File: config.mk
export PLATFORM = sky130hd
export DESIGN_NAME = cpu_control_unit_flat
export DESIGN_NICKNAME = d
export VERILOG_FILES = /design/src/rtl/cpu_control_unit_if.sv /design/src/rtl/cpu_control_unit.sv /design/src/flat_wrapper.sv
export SDC_FILE = /design/constraint.sdc
export NUM_CORES = 1
export LEC_CHECK = 0
export ABC_AREA = 0
export BUFFER_PORTS_ARGS = -buffer_cell sky130_fd_sc_hd__clkbuf_2
export CORE_MARGIN = 10
export CORE_UTILIZATION = 50
export CTS_BUF_LIST = sky130_fd_sc_hd__clkbuf_8
export DETAILED_ROUTE_END_ITERATION = 8
export GPL_ROUTABILITY_DRIVEN = 0
export HOLD_SLACK_MARGIN = 0.15
export PLACE_DENSITY_LB_ADDON = 0.08
export SYNTH_ARGS = -nofsm -noshare
export SYNTH_HDL_FRONTEND = slang
export SYNTH_SLANG_ARGS = --single-unit
File: constraint.sdc
create_clock -name clk -period 3.8 [get_ports clk]
set_input_delay 0.57 -clock clk [delete_from_list [all_inputs] [get_ports clk]]
set_output_delay 0.57 -clock clk [all_outputs]
set_load 0.02 [all_outputs]
File: src/rtl/cpu_control_unit_if.sv
// cpu_control_unit_if: IR/CON inputs and the full control word of the single-bus CPU datapath.
// master = control unit, slave = datapath. Macro MEM_WAIT_EN adds the mem_ready input.
interface cpu_control_unit_if #(
   parameter int unsigned OPW = 5
);
   logic [31:0]    IR;
   logic           CON;
`ifdef MEM_WAIT_EN
   logic           mem_ready;
`endif
   logic           run;
   logic           PCout, incPC, PCin, MARin, MDRin, MDRout, read, write;
   logic           Gra, Grb, Grc, Rin, Rout, BAout, Cout;
   logic           Yin, Zin, ZLowOut, ZHighOut, HIin, LOin, HIout, LOout;
   logic           IRin, CONN_in, InPortout, OutPortIn;
   logic [OPW-1:0] alu_op;

   modport master (
      input  IR,
      input  CON,
`ifdef MEM_WAIT_EN
      input  mem_ready,
`endif
      output run,
      output PCout, incPC, PCin, MARin, MDRin, MDRout, read, write,
      output Gra, Grb, Grc, Rin, Rout, BAout, Cout,
      output Yin, Zin, ZLowOut, ZHighOut, HIin, LOin, HIout, LOout,
      output IRin, CONN_in, InPortout, OutPortIn,
      output alu_op
   );

   modport slave (
      output IR,
      output CON,
`ifdef MEM_WAIT_EN
      output mem_ready,
`endif
      input  run,
      input  PCout, incPC, PCin, MARin, MDRin, MDRout, read, write,
      input  Gra, Grb, Grc, Rin, Rout, BAout, Cout,
      input  Yin, Zin, ZLowOut, ZHighOut, HIin, LOin, HIout, LOout,
      input  IRin, CONN_in, InPortout, OutPortIn,
      input  alu_op
   );
endinterface

File: src/rtl/cpu_control_unit.sv
// cpu_control_unit: hardwired Moore sequencer (T0..T7 + HALT) for the single-bus CPU.
// Controls are decoded from the current step, IR[31:27] and CON; clr forces them to 0.
// Optional macro MEM_WAIT_EN: steps issuing read/write hold until mem_ready=1.
module cpu_control_unit #(
   parameter int unsigned    OPW    = 5,
   parameter logic [OPW-1:0] ADD_OP = 5'b00011
) (
   input logic                clk,
   input logic                clr,
   cpu_control_unit_if.master bus
);

   typedef enum logic [3:0] {
      StT0   = 4'd0,
      StT1   = 4'd1,
      StT2   = 4'd2,
      StT3   = 4'd3,
      StT4   = 4'd4,
      StT5   = 4'd5,
      StT6   = 4'd6,
      StT7   = 4'd7,
      StHalt = 4'd8
   } state_t;

   typedef struct packed {
      logic pc_out, inc_pc, pc_in, mar_in, mdr_in, mdr_out, read, write;
      logic gra, grb, grc, r_in, r_out, ba_out, c_out;
      logic y_in, z_in, zlo_out, zhi_out, hi_in, lo_in, hi_out, lo_out;
      logic ir_in, con_in, inport_out, outport_in;
   } ctl_t;

   localparam logic [OPW-1:0] OpLd   = OPW'(5'b00000);
   localparam logic [OPW-1:0] OpLdi  = OPW'(5'b00001);
   localparam logic [OPW-1:0] OpSt   = OPW'(5'b00010);
   localparam logic [OPW-1:0] OpAdd  = OPW'(5'b00011);
   localparam logic [OPW-1:0] OpRol  = OPW'(5'b01011);
   localparam logic [OPW-1:0] OpAddi = OPW'(5'b01100);
   localparam logic [OPW-1:0] OpOri  = OPW'(5'b01110);
   localparam logic [OPW-1:0] OpMul  = OPW'(5'b01111);
   localparam logic [OPW-1:0] OpDiv  = OPW'(5'b10000);
   localparam logic [OPW-1:0] OpNeg  = OPW'(5'b10001);
   localparam logic [OPW-1:0] OpNot  = OPW'(5'b10010);
   localparam logic [OPW-1:0] OpBr   = OPW'(5'b10011);
   localparam logic [OPW-1:0] OpJr   = OPW'(5'b10100);
   localparam logic [OPW-1:0] OpJal  = OPW'(5'b10101);
   localparam logic [OPW-1:0] OpIn   = OPW'(5'b10110);
   localparam logic [OPW-1:0] OpOut  = OPW'(5'b10111);
   localparam logic [OPW-1:0] OpMfhi = OPW'(5'b11000);
   localparam logic [OPW-1:0] OpMflo = OPW'(5'b11001);
   localparam logic [OPW-1:0] OpHalt = OPW'(5'b11011);

   state_t         state_q, state_d;
   ctl_t           ctl;
   logic           last;
   logic           go_halt;
   logic           stall;
   logic           active;
   logic [OPW-1:0] op;
   logic [OPW-1:0] alu_sel;
   logic [31-OPW:0] unused_ir;

   assign op        = bus.IR[31 -: OPW];
   assign unused_ir = bus.IR[31-OPW:0];

   // Decode the control word of the current step and whether it ends the instruction.
   always_comb begin
      ctl     = '0;
      last    = 1'b0;
      go_halt = 1'b0;
      unique case (state_q)
         StT0: begin ctl.pc_out = 1'b1; ctl.mar_in = 1'b1; ctl.inc_pc = 1'b1; end
         StT1: begin ctl.read = 1'b1; ctl.mdr_in = 1'b1; end
         StT2: begin ctl.mdr_out = 1'b1; ctl.ir_in = 1'b1; end
         StHalt: ;
         default: begin
            // Any step not listed for an opcode falls back to fetch.
            last = 1'b1;
            if (op == OpLd || op == OpLdi || op == OpSt) begin
               case (state_q)
                  StT3: begin
                     ctl.grb = 1'b1; ctl.r_out = 1'b1; ctl.ba_out = 1'b1; ctl.y_in = 1'b1;
                     last = 1'b0;
                  end
                  StT4: begin ctl.c_out = 1'b1; ctl.z_in = 1'b1; last = 1'b0; end
                  StT5: begin
                     ctl.zlo_out = 1'b1;
                     if (op == OpLdi) begin
                        ctl.gra = 1'b1; ctl.r_in = 1'b1;
                     end else begin
                        ctl.mar_in = 1'b1; last = 1'b0;
                     end
                  end
                  StT6: begin
                     if (op == OpLd) begin
                        ctl.read = 1'b1; ctl.mdr_in = 1'b1; last = 1'b0;
                     end else if (op == OpSt) begin
                        ctl.gra = 1'b1; ctl.r_out = 1'b1; ctl.mdr_in = 1'b1; last = 1'b0;
                     end
                  end
                  StT7: begin
                     if (op == OpLd) begin
                        ctl.mdr_out = 1'b1; ctl.gra = 1'b1; ctl.r_in = 1'b1;
                     end else if (op == OpSt) begin
                        ctl.write = 1'b1;
                     end
                  end
                  default: ;
               endcase
            end else if ((op >= OpAdd && op <= OpRol) || (op >= OpAddi && op <= OpOri)) begin
               case (state_q)
                  StT3: begin ctl.grb = 1'b1; ctl.r_out = 1'b1; ctl.y_in = 1'b1; last = 1'b0; end
                  StT4: begin
                     ctl.z_in = 1'b1; last = 1'b0;
                     if (op <= OpRol) begin
                        ctl.grc = 1'b1; ctl.r_out = 1'b1;
                     end else begin
                        ctl.c_out = 1'b1;
                     end
                  end
                  StT5: begin ctl.zlo_out = 1'b1; ctl.gra = 1'b1; ctl.r_in = 1'b1; end
                  default: ;
               endcase
            end else if (op == OpMul || op == OpDiv) begin
               case (state_q)
                  StT3: begin ctl.gra = 1'b1; ctl.r_out = 1'b1; ctl.y_in = 1'b1; last = 1'b0; end
                  StT4: begin ctl.grb = 1'b1; ctl.r_out = 1'b1; ctl.z_in = 1'b1; last = 1'b0; end
                  StT5: begin ctl.zlo_out = 1'b1; ctl.lo_in = 1'b1; last = 1'b0; end
                  StT6: begin ctl.zhi_out = 1'b1; ctl.hi_in = 1'b1; end
                  default: ;
               endcase
            end else if (op == OpNeg || op == OpNot) begin
               case (state_q)
                  StT3: begin ctl.grb = 1'b1; ctl.r_out = 1'b1; ctl.z_in = 1'b1; last = 1'b0; end
                  StT4: begin ctl.zlo_out = 1'b1; ctl.gra = 1'b1; ctl.r_in = 1'b1; end
                  default: ;
               endcase
            end else if (op == OpBr) begin
               case (state_q)
                  StT3: begin ctl.gra = 1'b1; ctl.r_out = 1'b1; ctl.con_in = 1'b1; last = 1'b0; end
                  StT4: begin ctl.pc_out = 1'b1; ctl.y_in = 1'b1; last = 1'b0; end
                  StT5: begin ctl.c_out = 1'b1; ctl.z_in = 1'b1; last = 1'b0; end
                  StT6: begin ctl.zlo_out = 1'b1; ctl.pc_in = bus.CON; end
                  default: ;
               endcase
            end else if (op == OpJal) begin
               case (state_q)
                  StT3: begin ctl.pc_out = 1'b1; ctl.grb = 1'b1; ctl.r_in = 1'b1; last = 1'b0; end
                  StT4: begin ctl.gra = 1'b1; ctl.r_out = 1'b1; ctl.pc_in = 1'b1; end
                  default: ;
               endcase
            end else if (state_q == StT3) begin
               // Single-step opcodes; nop and unused codes assert nothing.
               if (op == OpJr) begin
                  ctl.gra = 1'b1; ctl.r_out = 1'b1; ctl.pc_in = 1'b1;
               end else if (op == OpIn) begin
                  ctl.inport_out = 1'b1; ctl.gra = 1'b1; ctl.r_in = 1'b1;
               end else if (op == OpOut) begin
                  ctl.gra = 1'b1; ctl.r_out = 1'b1; ctl.outport_in = 1'b1;
               end else if (op == OpMfhi) begin
                  ctl.hi_out = 1'b1; ctl.gra = 1'b1; ctl.r_in = 1'b1;
               end else if (op == OpMflo) begin
                  ctl.lo_out = 1'b1; ctl.gra = 1'b1; ctl.r_in = 1'b1;
               end else if (op == OpHalt) begin
                  go_halt = 1'b1;
               end
            end
         end
      endcase
   end

`ifdef MEM_WAIT_EN
   assign stall = (ctl.read | ctl.write) & ~bus.mem_ready;
`else
   assign stall = 1'b0;
`endif

   // Step sequencing: hold in HALT or on a memory stall, otherwise advance or wrap to T0.
   always_comb begin
      state_d = state_q;
      if (state_q == StHalt || stall) begin
         state_d = state_q;
      end else if (go_halt) begin
         state_d = StHalt;
      end else if (last) begin
         state_d = StT0;
      end else begin
         state_d = state_t'(state_q + 4'd1);
      end
   end

   // State register; clr overrides everything, including a stall.
   always_ff @(posedge clk) begin
      if (clr) begin
         state_q <= StT0;
      end else begin
         state_q <= state_d;
      end
   end

   assign active  = ~clr & (state_q != StHalt);
   assign alu_sel = (op == OpLd || op == OpLdi || op == OpSt || op == OpBr) ? ADD_OP : op;

   assign bus.run       = clr | (state_q != StHalt);
   assign bus.alu_op    = active ? alu_sel : '0;
   assign bus.PCout     = active & ctl.pc_out;
   assign bus.incPC     = active & ctl.inc_pc;
   assign bus.PCin      = active & ctl.pc_in;
   assign bus.MARin     = active & ctl.mar_in;
   assign bus.MDRin     = active & ctl.mdr_in;
   assign bus.MDRout    = active & ctl.mdr_out;
   assign bus.read      = active & ctl.read;
   assign bus.write     = active & ctl.write;
   assign bus.Gra       = active & ctl.gra;
   assign bus.Grb       = active & ctl.grb;
   assign bus.Grc       = active & ctl.grc;
   assign bus.Rin       = active & ctl.r_in;
   assign bus.Rout      = active & ctl.r_out;
   assign bus.BAout     = active & ctl.ba_out;
   assign bus.Cout      = active & ctl.c_out;
   assign bus.Yin       = active & ctl.y_in;
   assign bus.Zin       = active & ctl.z_in;
   assign bus.ZLowOut   = active & ctl.zlo_out;
   assign bus.ZHighOut  = active & ctl.zhi_out;
   assign bus.HIin      = active & ctl.hi_in;
   assign bus.LOin      = active & ctl.lo_in;
   assign bus.HIout     = active & ctl.hi_out;
   assign bus.LOout     = active & ctl.lo_out;
   assign bus.IRin      = active & ctl.ir_in;
   assign bus.CONN_in   = active & ctl.con_in;
   assign bus.InPortout = active & ctl.inport_out;
   assign bus.OutPortIn = active & ctl.outport_in;

endmodule

File: src/flat_wrapper.sv
// flat-port wrapper written by rule: the top's interface ports become plain ports
module cpu_control_unit_flat 
#(
   parameter int unsigned    OPW    = 5,
   parameter logic [OPW-1:0] ADD_OP = 5'b00011
)
  (clk, clr, bus_IR, bus_CON, bus_run, bus_PCout, bus_incPC, bus_PCin, bus_MARin, bus_MDRin, bus_MDRout, bus_read, bus_write, bus_Gra, bus_Grb, bus_Grc, bus_Rin, bus_Rout, bus_BAout, bus_Cout, bus_Yin, bus_Zin, bus_ZLowOut, bus_ZHighOut, bus_HIin, bus_LOin, bus_HIout, bus_LOout, bus_IRin, bus_CONN_in, bus_InPortout, bus_OutPortIn, bus_alu_op);
  cpu_control_unit_if #(.OPW(OPW)) bus_i ();
  input logic clk;
  input logic clr;
  input wire logic [$bits(bus_i.IR)-1:0] bus_IR;
  input wire logic [$bits(bus_i.CON)-1:0] bus_CON;
  output wire logic [$bits(bus_i.run)-1:0] bus_run;
  output wire logic [$bits(bus_i.PCout)-1:0] bus_PCout;
  output wire logic [$bits(bus_i.incPC)-1:0] bus_incPC;
  output wire logic [$bits(bus_i.PCin)-1:0] bus_PCin;
  output wire logic [$bits(bus_i.MARin)-1:0] bus_MARin;
  output wire logic [$bits(bus_i.MDRin)-1:0] bus_MDRin;
  output wire logic [$bits(bus_i.MDRout)-1:0] bus_MDRout;
  output wire logic [$bits(bus_i.read)-1:0] bus_read;
  output wire logic [$bits(bus_i.write)-1:0] bus_write;
  output wire logic [$bits(bus_i.Gra)-1:0] bus_Gra;
  output wire logic [$bits(bus_i.Grb)-1:0] bus_Grb;
  output wire logic [$bits(bus_i.Grc)-1:0] bus_Grc;
  output wire logic [$bits(bus_i.Rin)-1:0] bus_Rin;
  output wire logic [$bits(bus_i.Rout)-1:0] bus_Rout;
  output wire logic [$bits(bus_i.BAout)-1:0] bus_BAout;
  output wire logic [$bits(bus_i.Cout)-1:0] bus_Cout;
  output wire logic [$bits(bus_i.Yin)-1:0] bus_Yin;
  output wire logic [$bits(bus_i.Zin)-1:0] bus_Zin;
  output wire logic [$bits(bus_i.ZLowOut)-1:0] bus_ZLowOut;
  output wire logic [$bits(bus_i.ZHighOut)-1:0] bus_ZHighOut;
  output wire logic [$bits(bus_i.HIin)-1:0] bus_HIin;
  output wire logic [$bits(bus_i.LOin)-1:0] bus_LOin;
  output wire logic [$bits(bus_i.HIout)-1:0] bus_HIout;
  output wire logic [$bits(bus_i.LOout)-1:0] bus_LOout;
  output wire logic [$bits(bus_i.IRin)-1:0] bus_IRin;
  output wire logic [$bits(bus_i.CONN_in)-1:0] bus_CONN_in;
  output wire logic [$bits(bus_i.InPortout)-1:0] bus_InPortout;
  output wire logic [$bits(bus_i.OutPortIn)-1:0] bus_OutPortIn;
  output wire logic [$bits(bus_i.alu_op)-1:0] bus_alu_op;
  assign bus_i.IR = bus_IR;
  assign bus_i.CON = bus_CON;
  assign bus_run = bus_i.run;
  assign bus_PCout = bus_i.PCout;
  assign bus_incPC = bus_i.incPC;
  assign bus_PCin = bus_i.PCin;
  assign bus_MARin = bus_i.MARin;
  assign bus_MDRin = bus_i.MDRin;
  assign bus_MDRout = bus_i.MDRout;
  assign bus_read = bus_i.read;
  assign bus_write = bus_i.write;
  assign bus_Gra = bus_i.Gra;
  assign bus_Grb = bus_i.Grb;
  assign bus_Grc = bus_i.Grc;
  assign bus_Rin = bus_i.Rin;
  assign bus_Rout = bus_i.Rout;
  assign bus_BAout = bus_i.BAout;
  assign bus_Cout = bus_i.Cout;
  assign bus_Yin = bus_i.Yin;
  assign bus_Zin = bus_i.Zin;
  assign bus_ZLowOut = bus_i.ZLowOut;
  assign bus_ZHighOut = bus_i.ZHighOut;
  assign bus_HIin = bus_i.HIin;
  assign bus_LOin = bus_i.LOin;
  assign bus_HIout = bus_i.HIout;
  assign bus_LOout = bus_i.LOout;
  assign bus_IRin = bus_i.IRin;
  assign bus_CONN_in = bus_i.CONN_in;
  assign bus_InPortout = bus_i.InPortout;
  assign bus_OutPortIn = bus_i.OutPortIn;
  assign bus_alu_op = bus_i.alu_op;
  cpu_control_unit #(.OPW(OPW), .ADD_OP(ADD_OP)) u_core (.clk(clk), .clr(clr), .bus(bus_i));
endmodule
* After elaboration in Yosys (flattened, before gate mapping)
Index checks and enable logic that the tools add are counted.
Word-level totals: word-level logic and storage cells 218, register bits 4, bits of input ports 35, output and inout port bits 33
Operators by class: equality and inequality tests 23, magnitude comparators 4, multiplexer cells 143, reductions and logical operators 16, add/sub/neg operators 1, bitwise gates (word level) 30
Operators with widths (number):
- $mux W1 | 91
- $eq A5 B5 Y1 const B | 11
- $mux W2 | 24
- $and A1 B1 Y1 | 28
- $mux W5 | 5
- $mux W3 | 7
- $mux W4 | 5
- $eq A4 B3 Y1 const B | 4
- $mux W16 | 1
- $pmux W1 S2 | 8
- $reduce_or A3 Y1 | 4
- $le A5 B4 Y1 const B | 2
- $eq A4 B2 Y1 const B | 2
- $logic_or A1 B1 Y1 | 6
- $pmux W1 S3 | 2
- $eq A5 B1 Y1 const B | 1
- $eq A5 B2 Y1 const B | 1
- $eq A5 B4 Y1 const B | 1
- $ge A5 B2 Y1 const B | 1
- $ge A5 B4 Y1 const B | 1
- $logic_not A5 Y1 | 1
- $add A4 B1 Y4 const B | 1
- $eq A4 B1 Y1 const B | 1
- $eq A4 B4 Y1 const B | 1
- other kinds (7) | 8

* Depth between registers and ports, before layout
word-level depth 16, mapped depth 8, depth with buffers taken out 7

* Worst setup path after synthesis
Ideal clock, no wire load.
kind input-to-output, from in bus_IR[27], to out bus_Gra, data arrival time 2.230 ns, required time 3.230 ns, slack 1.000 ns, stages 6, buffers on the path 1, path through nand2b_1 -> clkbuf_1 -> or2_1 -> a21oi_1 -> a221oi_1 -> a2111oi_1
Between the ends: longest elaborated chain between the ends 15, elaborated cells on any way between the ends 44, classes of those cells 4 x order compare; 13 x eq/ne; 18 x mux; 1 x bitwise; 8 x reduce/logical
RTL lines:
- from (decl) | RTL line flat_wrapper.sv:11 | input wire logic [$bits(bus_i.IR)-1:0] bus_IR;
- $eq A5 B5 Y1 | RTL line cpu_control_unit.sv:161 | end else if (op == OpMflo) begin
- $mux W1 | RTL line cpu_control_unit.sv:161
- $mux W1 | RTL line cpu_control_unit.sv:159 | end else if (op == OpMfhi) begin
- $mux W1 | RTL line cpu_control_unit.sv:157 | end else if (op == OpOut) begin
- $mux W1 | RTL line cpu_control_unit.sv:155 | end else if (op == OpIn) begin
- $mux W1 | RTL line cpu_control_unit.sv:153 | if (op == OpJr) begin
- $mux W1 | RTL line cpu_control_unit.sv:151 | end else if (state_q == StT3) begin
- $mux W1 | RTL line cpu_control_unit.sv:145 | end else if (op == OpJal) begin
- $mux W1 | RTL line cpu_control_unit.sv:137 | end else if (op == OpBr) begin
- $mux W2 | RTL line cpu_control_unit.sv:131 | end else if (op == OpNeg || op == OpNot) begin
- $mux W2 | RTL line cpu_control_unit.sv:123 | end else if (op == OpMul || op == OpDiv) begin
- $mux W2 | RTL line cpu_control_unit.sv:109 | end else if ((op >= OpAdd && op <= OpRol) || (op >= OpAddi && op <= OpOri)) begin
- $mux W2 (*) | RTL line cpu_control_unit.sv:78 | if (op == OpLd || op == OpLdi || op == OpSt) begin
- $mux W16 (*) | RTL line cpu_control_unit.sv:70 | unique case (state_q)
- $and A1 B1 Y1 (*) | RTL line cpu_control_unit.sv:213 | assign bus.Gra = active & ctl.gra;
- to (decl) | RTL line flat_wrapper.sv:22 | output wire logic [$bits(bus_i.Gra)-1:0] bus_Gra;
Mark *: on every way between the ends. The rest lies on a longest branch, timed or not.

* Worst setup path after layout
Ends and elaborated chain as after synthesis.

==> out/qor.yml <==
initial_utilization_pct: 51.5
postCtsSetupBuffers: 0
drc: 0
p_comb_share_pct: 72.5
pwr_density_cell_nw_per_um2: 420
coreArea_um2: 2450
fmax_mhz: 313
synth-async-reset-ratio_pct: 0
hp-start: "u_core.state_q[0]"
cts_tree: "yes"
wl_per_cell_um: 18.0
die_x_um: 70.3
rr_startpoint: "u_core.state_q[0]"
synthMuxAreaShare_pct: 2.38
relSlewSlack_pct: 58.8
dp_slack_ns: 0.663
slew_violations: 0
hold_slack_ns: 0.564
layout_min_cycle_time_ns: 3.19
clk_latency_ns: 0.22
fin_nets: 249
overflow: 0
reg2reg_to: "u_core.state_q[1]"
criticalPathCategory: "in -> out"
ys.flop_type: "dfxtp_1"
worstPathRequired_ns: 3.23
leakage_nw: 0.570
max_stage_delay_ns: 0.47
io_pins: 68
port_buffers: 40
synth_simple_gate_area_share_pct: 43.9
rr_worst_depth: 7
vias_per_cell: 6.42
critPathMostFrequentCell: "clkbuf_2"
whs_endpoint: "u_core.state_q[0]"
rsz0062_at_grt: "no"
dieArea_um2: 4940
r2r_slack_ns: 1.64
cp_data_arrival_time_ns: 2.62
peakVddDrop_uv: 435
synth_xor_xnor_area_share_pct: 1.39
largest_registers: "u_core.state_q: 4 flops"
antenna_found_initial: 0
netlist_area_um2: 1260
grt_usage_pct: 16.7
dp.final_hpwl_um: 3330
top_register: "u_core.state_q"
path_clk_slew_ns: 0.03
status: "finished clean"
hold-path-cell-count: 2
h-tree-depth: 1
tns_ns: 0
area_growth_pct: 14.5
p_sw_share_pct: 55.6
synth_cells: 183
intPower_mw: 0.270
synth-compound-area-share_pct: 32.1
setup_viol: 0
synth_top_family_by_area: "simple AND/OR/NAND/NOR gates"
n_fill_cell: 238
switching_power_mw: 0.338
grt_pass1_wl_um: 7270
drt_first_pass_iters: 4
cts_buffer_depth: 2
skew_ns: 0.000156
final_cell_count_no_fill: 238
final.period_utilization_pct: 84.0
worstMarginPinSlew_ns: 0.600
hold_viol_final: 0
grt_pass1_vias: 1488
clockPowerShare_pct: 14.9
diodes: 0
grt_max_degree: 22
fin_util_pct: 58.9
yosys_warnings: 0
yosysUniqueCellTypes: 63
path_buf_inv: 2
largest_register_ffs: 4
via_count: 1528
fin_ws_ns: 0.608
cts.sinks: 4
drtAntennaViolNets: 0
ctsHoldBuffers: 0
avgSynthCellArea_um2: 6.91
yosysSeqAreaShare_pct: 6.34
fp-row-count: 18
synth-edff-count: 0
drt_iter0_markers: 173
die_y_um: 70.3
cts-buffers-inserted: 3
cts_resized: 0
worstPathCellList: "clkbuf_2, nand2b_1, or2_1, a21oi_1, a221oi_1, a2111oi_1, clkbuf_2"
worstSetupEndpointType: "primary output"
placedCellCount: 235
root_buffer: "clkbuf_8"
cp_slowest_cell: "a2111oi_1"
drv_cap: 0
critical_path.top_delay_family: "compound AO/OA/AOI/OAI gates"
ys_seq_elements: 4
startpoint_type: "input pin"
yosys.area_share.adder_pct: 3.96
drive_gt1_share_pct: 28.8
syn_nets: 222
holdCritPathClass: "reg -> reg"
p_seq_share_pct: 12.6
drt_wl_total_um: 4290
critical_path.max_fanout: 20
[cell type report]
| type | instances | area [um^2] | share of cell area, % |
|---|---|---|---|
| Timing Repair Buffer | 41 | 208 | 14.4 |
| Tap cell | 30 | 37.5 | 2.60 |
| Inverter | 6 | 22.5 | 1.56 |
| Clock buffer | 3 | 41.3 | 2.85 |
| Sequential cell | 4 | 80.1 | 5.54 |
| Multi-Input combinational cell | 154 | 1060 | 73.1 |
[how the worst max path moves through the flow]
stage          depth (start not counted)         startpoint  slack (ns)  endpoint
6_report                               7         bus_IR[27]        0.61   bus_Gra
5_1_grt                                8  u_core.state_q[0]        0.48  bus_Rout
4_1_cts                                7         bus_IR[27]        0.66   bus_Gra
3_5_place_dp                           7         bus_IR[27]        0.66   bus_Gra
3_3_place_gp                           7         bus_IR[27]        0.77   bus_Gra
2_1_floorplan                          6         bus_IR[27]        1.00   bus_Gra
[worst register-to-register path, delay by kind of cell, from the launching register on]
kind | cells | cell delay (ns)
AO/OA/AOI/OAI | 3 | 0.66
AND/OR/NAND/NOR | 2 | 0.57
flip-flops | 1 | 0.43
adder cells (fa/ha/maj) | 1 | 0.27
buffers and inverters | 1 | 0.09
[cell usage after synthesis, types with 4 or more instances]
cell type	number	share of area, %
nor4_1	7	3.5
o21ai_0	7	2.8
nand2_1	15	4.5
dfxtp_1	4	6.3
nor2_1	22	6.5
buf_2	8	3.2
inv_1	5	1.5
ha_1	4	4.0
nor3_1	9	3.6
clkbuf_1	4	1.2
a21oi_1	7	2.8
buf_4	6	3.6
nand2b_1	4	2.0
a221oi_1	4	2.8
or2_1	4	2.0
[layout by cell type (no fill, tap or decap), drive strengths merged, types with 4 or more instances in the layout]
cell type and count:
a21oi 8, nor2 24, nor3 10, nand2b 4
a211oi 4, nor3b 4, ha 4, nor4 8
nand2 16, inv 6, a221oi 5, o21ai 7
clkbuf 43, o22ai 4, or2 5, dfxtp 4
[per-stage QoR]
step / power (mW) / area, um^2
global route: 0.657 / 1450
finish: 0.607 / 1450
CTS: 0.607 / 1450
global placement: 0.502 / 1410
detailed placement: 0.513 / 1410
floorplan: 0.408 / 1260
[kinds of logic (layout without fill, tap and decap cells)]
family | after synthesis | count (layout)
adder cells (fa/ha/maj) | 4 | 4
multiplexers | 3 | 3
AO/OA/AOI/OAI | 50 | 50
XOR/XNOR | 2 | 2
AND/OR/NAND/NOR | 95 | 95
flip-flops | 4 | 4
buffers and inverters | 25 | 50
[power groups by stage]
stage / Clock, mW / Combinational (mW) / Sequential (mW)
final: 0.0908 / 0.440 / 0.0764
after global routing: 0.0983 / 0.480 / 0.0790
after detailed placement: 0 / 0.437 / 0.0763
after global placement: 0 / 0.426 / 0.0752
after CTS: 0.0928 / 0.438 / 0.0757
after floorplan: 0 / 0.340 / 0.0680
[per-layer routing]
layer  vias up  share of wire (%)  global-route usage (%)
met2        97                 43                    25.1
met4         0               0.98                    3.73
li1        732                  -                       -
met1       694                 44                    22.2
met3         5                 13                    5.51
met5         -                  0                       0
No activity file was read; power rests on OpenSTA's default activity.
